$ cat src/rtl/regex_char_source.sv
// Serializes a packed bit string onto the regex matcher's character line and
// collects match statistics from the matcher output while the string drains.
module regex_char_source #(
    parameter int WORD_W     = 32,
    parameter int LEN_W      = 6,
    parameter int DRAIN_CYC  = 24,
    parameter int START_HOLD = 0,
    parameter int CNT_W      = 8
) (
    input  logic              clk,
    input  logic              reset,
    input  logic              in_valid,
    output logic              in_ready,
    input  logic [WORD_W-1:0] in_data,
    input  logic [LEN_W-1:0]  in_len,
    output logic              i,
    output logic              i_c,
    input  logic              m,
    output logic              busy,
    output logic              done,
    output logic [CNT_W-1:0]  match_cnt,
    output logic [CNT_W-1:0]  first_pos,
    output logic              matched
);

    localparam logic [1:0] IDLE  = 2'd0;
    localparam logic [1:0] SHIFT = 2'd1;
    localparam logic [1:0] DRAIN = 2'd2;
    localparam logic [1:0] DONE  = 2'd3;

    localparam int DRN_W = (DRAIN_CYC > 1) ? $clog2(DRAIN_CYC) : 1;

    logic [1:0]        state;
    logic [WORD_W-1:0] sh;
    logic [LEN_W-1:0]  bit_cnt;
    logic [DRN_W-1:0]  drn_cnt;
    logic [CNT_W-1:0]  pos;
    logic [LEN_W-1:0]  len_cl;
    logic              sampling;

    function automatic logic [CNT_W-1:0] sat_inc(input logic [CNT_W-1:0] v);
        return (&v) ? v : v + 1'b1;
    endfunction

    always_comb begin
        len_cl = in_len;
        if (in_len > LEN_W'(WORD_W))
            len_cl = LEN_W'(WORD_W);
    end

    // in_ready is a pure state decode, so in_valid never reaches it combinationally
    assign in_ready = (state == IDLE);
    assign sampling = (state == SHIFT) || (state == DRAIN);

    always_ff @(posedge clk or posedge reset) begin
        if (reset) begin
            state     <= IDLE;
            sh        <= '0;
            bit_cnt   <= '0;
            drn_cnt   <= '0;
            pos       <= '0;
            i         <= 1'b0;
            i_c       <= 1'b0;
            busy      <= 1'b0;
            done      <= 1'b0;
            match_cnt <= '0;
            first_pos <= '0;
            matched   <= 1'b0;
        end else begin
            done <= 1'b0;

            // Matcher output is only meaningful while a string or its drain is in flight
            if (sampling) begin
                pos <= sat_inc(pos);
                if (m) begin
                    match_cnt <= sat_inc(match_cnt);
                    if (!matched) begin
                        first_pos <= pos;
                        matched   <= 1'b1;
                    end
                end
            end

            case (state)
                IDLE: begin
                    if (in_valid) begin
                        match_cnt <= '0;
                        first_pos <= '0;
                        matched   <= 1'b0;
                        pos       <= '0;
                        busy      <= 1'b1;
                        sh        <= in_data >> 1;
                        bit_cnt   <= len_cl;
                        if (len_cl != '0) begin
                            state <= SHIFT;
                            i     <= 1'b1;
                            i_c   <= in_data[0];
                        end else begin
                            state   <= DRAIN;
                            drn_cnt <= DRN_W'(DRAIN_CYC - 1);
                        end
                    end
                end
                SHIFT: begin
                    if (bit_cnt == LEN_W'(1)) begin
                        state   <= DRAIN;
                        i       <= 1'b0;
                        i_c     <= 1'b0;
                        drn_cnt <= DRN_W'(DRAIN_CYC - 1);
                    end else begin
                        bit_cnt <= bit_cnt - 1'b1;
                        sh      <= sh >> 1;
                        i_c     <= sh[0];
                        i       <= (START_HOLD != 0);
                    end
                end
                DRAIN: begin
                    if (drn_cnt == '0) begin
                        state <= DONE;
                        busy  <= 1'b0;
                        done  <= 1'b1;
                    end else begin
                        drn_cnt <= drn_cnt - 1'b1;
                    end
                end
                default: begin
                    state <= IDLE;
                end
            endcase
        end
    end

endmodule

$ cat config.mk
export PLATFORM = sky130hd
export DESIGN_NAME = regex_char_source
export DESIGN_NICKNAME = d
export VERILOG_FILES = /design/src/rtl/regex_char_source.sv
export SDC_FILE = /design/constraint.sdc
export NUM_CORES = 1
export LEC_CHECK = 0
export BUFFER_PORTS_ARGS = -buffer_cell sky130_fd_sc_hd__buf_2
export CAP_MARGIN = 10
export CORE_MARGIN = 4
export CORE_UTILIZATION = 35
export DETAILED_ROUTE_END_ITERATION = 10
export PLACE_DENSITY = 0.63
export SYNTH_ARGS = -nofsm -noshare
export SYNTH_HDL_FRONTEND = slang
export SYNTH_SLANG_ARGS = --single-unit
$ cat constraint.sdc
create_clock -name clk -period 2.3 [get_ports clk]
set_clock_uncertainty 0.1 [all_clocks]
set_input_delay 0.46 -clock clk [delete_from_list [all_inputs] [get_ports clk]]
set_output_delay 0.46 -clock clk [all_outputs]
set_load 0.02 [all_outputs]
## Yosys cells after proc, flatten, opt, wreduce, memory -nomap -nowiden

Cells that the tools add are included.

| word-level totals | value |
|---|---|
| flip-flop bits (word level) | 74 |
| input port bits | 42 |
| output and inout bits | 22 |
| logic and storage cells | 88 |

| operators by class | value |
|---|---|
| add/subtract/negate cells | 4 |
| order comparisons | 1 |
| eq/ne operators | 10 |
| mux-type cells | 47 |
| reductions and logical operators | 14 |

Operators by type and width:

| operator | number |
|---|---|
| 8-bit two-way mux | 14 |
| 32-bit two-way mux | 2 |
| 32-bit case mux with 2 select lines | 1 |
| 5-bit two-way mux | 4 |
| 6-bit two-way mux | 3 |
| 8-bit by 1-bit adder with 8-bit output (second input constant) | 2 |
| 8-bit AND reduction | 2 |
| 5-bit case mux with 3 select lines | 1 |
| 1-bit two-way mux | 13 |
| 6-bit case mux with 2 select lines | 1 |
| 3-bit AND reduction | 4 |
| 2-bit two-way mux | 4 |
| 2-bit != test (second input constant) | 4 |
| 6-bit by 1-bit == test with 1-bit output (second input constant) | 1 |
| 6-bit greater-than comparator (second input constant) | 1 |
| 2-bit by 1-bit != test with 1-bit output (second input constant) | 3 |
| 1-bit case mux with 2 select lines | 3 |
| 2-bit case mux with 3 select lines | 1 |
| 6-bit nonzero test | 1 |
| 6-bit by 1-bit subtractor with 6-bit output (second input constant) | 1 |
| 5-bit logical NOT | 1 |
| 5-bit AND reduction | 1 |
| 5-bit by 1-bit subtractor with 5-bit output (second input constant) | 1 |
| 2-bit nonzero test | 2 |
| other kinds (5) | 5 |

## Logic depth before layout (Yosys ltp)

| logic depth | value |
|---|---|
| depth in word-level cells | 6 |
| depth in mapped cells | 9 |
| mapped depth without buffers | 6 |

## Worst setup path before layout

Ideal clock, no wire load.

| path | value |
|---|---|
| path kind | reg-to-reg |
| from | register state[0] |
| to | register bit_cnt[3] |
| setup time | 0.126 ns |
| data arrival time | 1.842 ns |
| data required time | 2.074 ns |
| path slack | 0.232 ns |
| cell stages (with the launch flop) | 8 |
| buffers on the path | 1 |
| clock period less this slack | 2.068 ns |
| path through | dfrtp_1 inv_1 ha_1 buf_6 or2b_2 o221a_4 and3_1 a221o_1 |

| on the way | value |
|---|---|
| word-level cells in the longest chain between the ends | 3 |
| elaborated cells on any way between the ends | 7 |
| classes of those cells | eq/ne: 3; mux: 1; reduce/logical: 3 |

RTL lines:

| what | RTL line | source |
|---|---|---|
| start, declared | 33 | `logic [1:0] state;` |
| start signal, assigned | 57 | `state <= IDLE;` |
| start signal, assigned | 95 | `state <= SHIFT;` |
| start signal, assigned | 99 | `state <= DRAIN;` |
| 2-bit logical NOT (*) | -- |  |
| net in_ready | 13 | `output logic in_ready,` |
| 2-bit != test (no source line) / 2-bit nonzero test (equally long branches) | -- |  |
| 3-bit AND reduction (no source line) | -- |  |
| end signal, assigned | 93 | `bit_cnt <= len_cl;` |
| end signal, assigned | 111 | `bit_cnt <= bit_cnt - 1'b1;` |
| end, declared | 35 | `logic [LEN_W-1:0] bit_cnt;` |

Mark *: on every way through the listed nets, which the timed path passes. The rest lies on a longest branch.
A chain may end at the register's enable or synchronous reset.

## Worst setup path in the final report

| path | value |
|---|---|
| from | register state[0] |
| to | register match_cnt[5] |

| on the way | value |
|---|---|
| word-level cells in the longest chain between the ends | 5 |
| elaborated cells on any way between the ends | 7 |
| classes of those cells | eq/ne: 2; mux: 3; reduce/logical: 2 |

RTL lines:

| what | RTL line | source |
|---|---|---|
| 2-bit by 1-bit == test with 1-bit output / 2-bit == test (equally long branches) | 53 | `assign sampling = (state == SHIFT) \|\| (state == DRAIN);` |
| 1-bit logical OR | 53 |  |
| 8-bit two-way mux | 73 | `if (sampling) begin` |
| 8-bit two-way mux | 86 | `if (in_valid) begin` |
| 8-bit two-way mux (*) | 84 | `case (state)` |
| end signal, assigned | 76 | `match_cnt <= sat_inc(match_cnt);` |
| end, declared | 21 | `output logic [CNT_W-1:0] match_cnt,` |

Every way passes the cells marked *; elsewhere a longest branch is shown, timed or not.

==> out/metrics.csv <==
stage,metric,value,unit
run_status,result of the run,finished clean,
worst_setup_path,WP data arrival,2.30,ns
floorplanning,Core ar.,10500,sq um
logic_synthesis,warning count from the yosys run,0,
drt,DRC errors left,0,
pwr,Tot Pwr,5.77,mW
drt,WL per Instance,14.1,um
logic_synthesis,"Avg Cell Area, Syn",10.1,sq um
pwr,static power due to leakage,2.17,nW
cells_and_area,Layout Area Growth over Synthesis,18.4,%
worst_setup_path,CP startpoint kind,register,
run,max-cap violation count,0,
cts,Clock H-tree levels,3,
cts,clock-pin slew on the worst setup and hold paths,0.07,ns
drt,starting DRC count in detailed routing,136,
logic_synthesis,most common flop cell mapped by yosys,sky130_fd_sc_hd__dfrtp_1,
sta,sum of negative setup slack,0,ns
cells_and_area,non-filler cells in the finished layout,591,
sta,Max Clk Rate,473,MHz
worst_setup_path,destination of the worst register-to-register timing path,match_cnt[5]$_DFF_PP0_,
floorplanning,total I/O pin count,64,
sta,RSZ-0062 raised after global routing,false,
sta,minimum clock period,2.11,ns
grt,overall fraction of global-route tracks in use,13.9,%
cts,postcts setup bufs,0,
logic_synthesis,count of unique library cells instantiated by Yosys,61,
worst_setup_path,category of the worst setup path capture point,register,
grt,largest net degree at the start of global routing,42,
drt,DR vias/cell,5.02,
sta,count of final hold-check violations,0,
floorplanning,Chip Width,113,um
cts,clock tree from TritonCTS,yes,
logic_synthesis,gate count of the mapped netlist,381,
grt,vias in the first global route,3023,
sta,"Slew Viols, Final",0,
worst_setup_path,required time of the worst setup path,2.48,ns
cts,count of hold buffers inserted by post-cts repair,0,
sta,final critical-path share of the clock period,91.9,%
cts,number of sinks driven by the clock tree,73,
logic_synthesis,"Net Count, Synth",434,
worst_setup_path,Crit Reg-Reg Startpoint,state[0]$_DFFE_PP0P_,
grt,initial antenna violation count,0,
floorplanning,Starting Density,36.6,%
pwr,power density relative to cell area,1270,nW/um^2
logic_synthesis,synthesized area,3840,sq um
cts,total CTS buffers,9,
cts,post-cts gate resize count,0,
grt,total global routing overflow,0,
sta,Worst-Margin Slew,0.578,ns
logic_synthesis,number of synthesized flops with an enable pin,0,
sta,# setup viols final,0,
sta,Rel. slew slack,61.2,%
floorplanning,die height,113,um
placement,routability cong.,0.863,
cts,clock tree root driver cell,sky130_fd_sc_hd__clkbuf_8,
grt,first-pass GRT wire length,14500,um
drt,final routed wirelength across all metal layers,8340,um
min_path,worst min-delay path class,input port to async pin,
worst_setup_path,R2R cell count,6,
placement,input/output buffers,63,
pwr,maximum resistive drop on vdd,0.406,mV
worst_setup_path,"critical path fanouts, max",8,
placement,HPWL after detailed placement,6210,um
logic_synthesis,number of synthesized register bits,73,
cells_and_area,final antenna diode count,0,
floorplanning,full die area,12700,sq um
drt,number of detailed-route iterations in the first pass,4,
floorplanning,number of core rows,37,
drt,via count of the routed design,2968,
cts,clock insertion delay at the later pin of the skew report,0.35,ns
cts,number of buffers between clock root and the deepest sink,2,
cells_and_area,share of cells above drive strength 1,23.3,%
logic_synthesis,share of synthesized area occupied by flip-flops and latches,47.5,%
logic_synthesis,proportion of synthesized flip-flops having asynchronous set or reset,100,%
placement,total placed instance area,4320,sq um
worst_setup_path,setup slack of the most critical reg-to-reg path,0.19,ns
drt,Antenna Violating Nets Remaining,0,
placement,Cells after DPL,576,
cells_and_area,count of nets after finishing,504,
worst_setup_path,type of the worst setup path,register to register,
cells_and_area,final instance area,4550,sq um
cells_and_area,final core area utilization,43.3,%
-- final cells by class --
type                    count  area, sq um
fillers                  1055         5960
multi-input cells         276         1830
flip-flops and latches     73         1830
repair buffers             77          433
well taps                 136          170
clock buffers               9          124
clock inverters             6          108
inverters                  14         56.3
-- worst max-delay path, cell delays in order (launching register included) --
cell and delay [ns]:
sky130_fd_sc_hd__dfrtp_1 0.45, sky130_fd_sc_hd__inv_1 0.09, sky130_fd_sc_hd__ha_1 0.43, sky130_fd_sc_hd__and2_1 0.27
sky130_fd_sc_hd__o21ai_1 0.18, sky130_fd_sc_hd__or3_1 0.38, sky130_fd_sc_hd__a21oi_1 0.14
-- flip-flops by register name (all words and copies together) (netlist names) --
name / count
bit_cnt: 6
done: 1
match_cnt: 8
first_pos: 8
pos: 8
i_c: 1
matched: 1
drn_cnt: 5
state: 2
i: 1
sh: 31
busy: 1
-- cells in the mapped netlist, drive strengths merged (3+ instances only) --
library cell / count / area (sq um)
dfrtp: 73 / 1830
nand2: 48 / 180
o21ai: 47 / 235
mux2i: 43 / 430
nor2: 27 / 101
inv: 14 / 52.6
a21oi: 12 / 60.1
nand3: 12 / 60.1
buf: 11 / 95.1
ha: 11 / 138
clkbuf: 7 / 38.8
and3: 5 / 31.3
or3: 5 / 31.3
xor2: 5 / 43.8
o31ai: 4 / 35.0
and2: 3 / 18.8
nand2b: 3 / 18.8
nor3: 3 / 15.0
o211ai: 3 / 22.5
or2b: 3 / 25.0
-- cells by family after synthesis --
kind of cell,share of synthesized area [%]
adders and majority gates,3.58
buffers and inverters,4.85
DFF,47.5
AOI/OAI and AO/OA,15.2
muxes,11.8
and+or+nand+nor,15.9
xor gates and xnor gates,1.14
-- stage by stage --
step | setup slack (ns) | hold WS, ns
floorplan | 0.232 | 0.337
global placement | 0.213 | 0.355
detailed placement | 0.117 | 0.367
CTS | 0.116 | 0.00599
global route | 0.0443 | 0.0179
finish | 0.185 | 0.00186
-- per-layer routing --
metal	GRT usage, %	up-vias	part of all wire, %	wire [um]
met5	0	-	0	0
met4	5.05	0	1.3	105
met3	3.74	8	6.4	534
met2	21.8	66	46	3840
met1	18.5	1394	46	3860
li1	-	1500	-	-
-- cell usage in the layout (no fill, tap or decap), types with 5 or more instances in the layout --
| cell type | count |
|---|---|
| sky130_fd_sc_hd__a21oi_1 | 12 |
| sky130_fd_sc_hd__and3_1 | 5 |
| sky130_fd_sc_hd__buf_2 | 63 |
| sky130_fd_sc_hd__buf_4 | 13 |
| sky130_fd_sc_hd__clkbuf_8 | 9 |
| sky130_fd_sc_hd__dfrtp_1 | 73 |
| sky130_fd_sc_hd__ha_1 | 10 |
| sky130_fd_sc_hd__inv_1 | 13 |
| sky130_fd_sc_hd__mux2i_1 | 43 |
| sky130_fd_sc_hd__nand2_1 | 48 |
| sky130_fd_sc_hd__nand3_1 | 12 |
| sky130_fd_sc_hd__nor2_1 | 27 |
| sky130_fd_sc_hd__o21ai_0 | 40 |
| sky130_fd_sc_hd__o21ai_1 | 7 |
| sky130_fd_sc_hd__or3_1 | 5 |
| sky130_fd_sc_hd__xor2_1 | 5 |
-- how the worst max path moves through the flow --
stage / startpoint / to / slack [ns] / cells after the start
2_1_floorplan: state[0]$_DFFE_PP0P_ / bit_cnt[3]$_DFFE_PP0P_ / 0.23 / 7
3_3_place_gp: state[0]$_DFFE_PP0P_ / match_cnt[5]$_DFF_PP0_ / 0.21 / 6
3_5_place_dp: state[0]$_DFFE_PP0P_ / first_pos[4]$_DFF_PP0_ / 0.12 / 6
4_1_cts: state[0]$_DFFE_PP0P_ / match_cnt[5]$_DFF_PP0_ / 0.12 / 6
5_1_grt: state[0]$_DFFE_PP0P_ / match_cnt[5]$_DFF_PP0_ / 0.04 / 6
6_report: state[0]$_DFFE_PP0P_ / match_cnt[5]$_DFF_PP0_ / 0.19 / 6
-- power by group --
group | internal, mW | switching [mW] | total (mW)
sequential | 1.75 | 0.298 | 2.04
clock | 0.710 | 0.477 | 1.19
combinational | 1.06 | 1.48 | 2.54
Power figures use the tool's default switching activity.
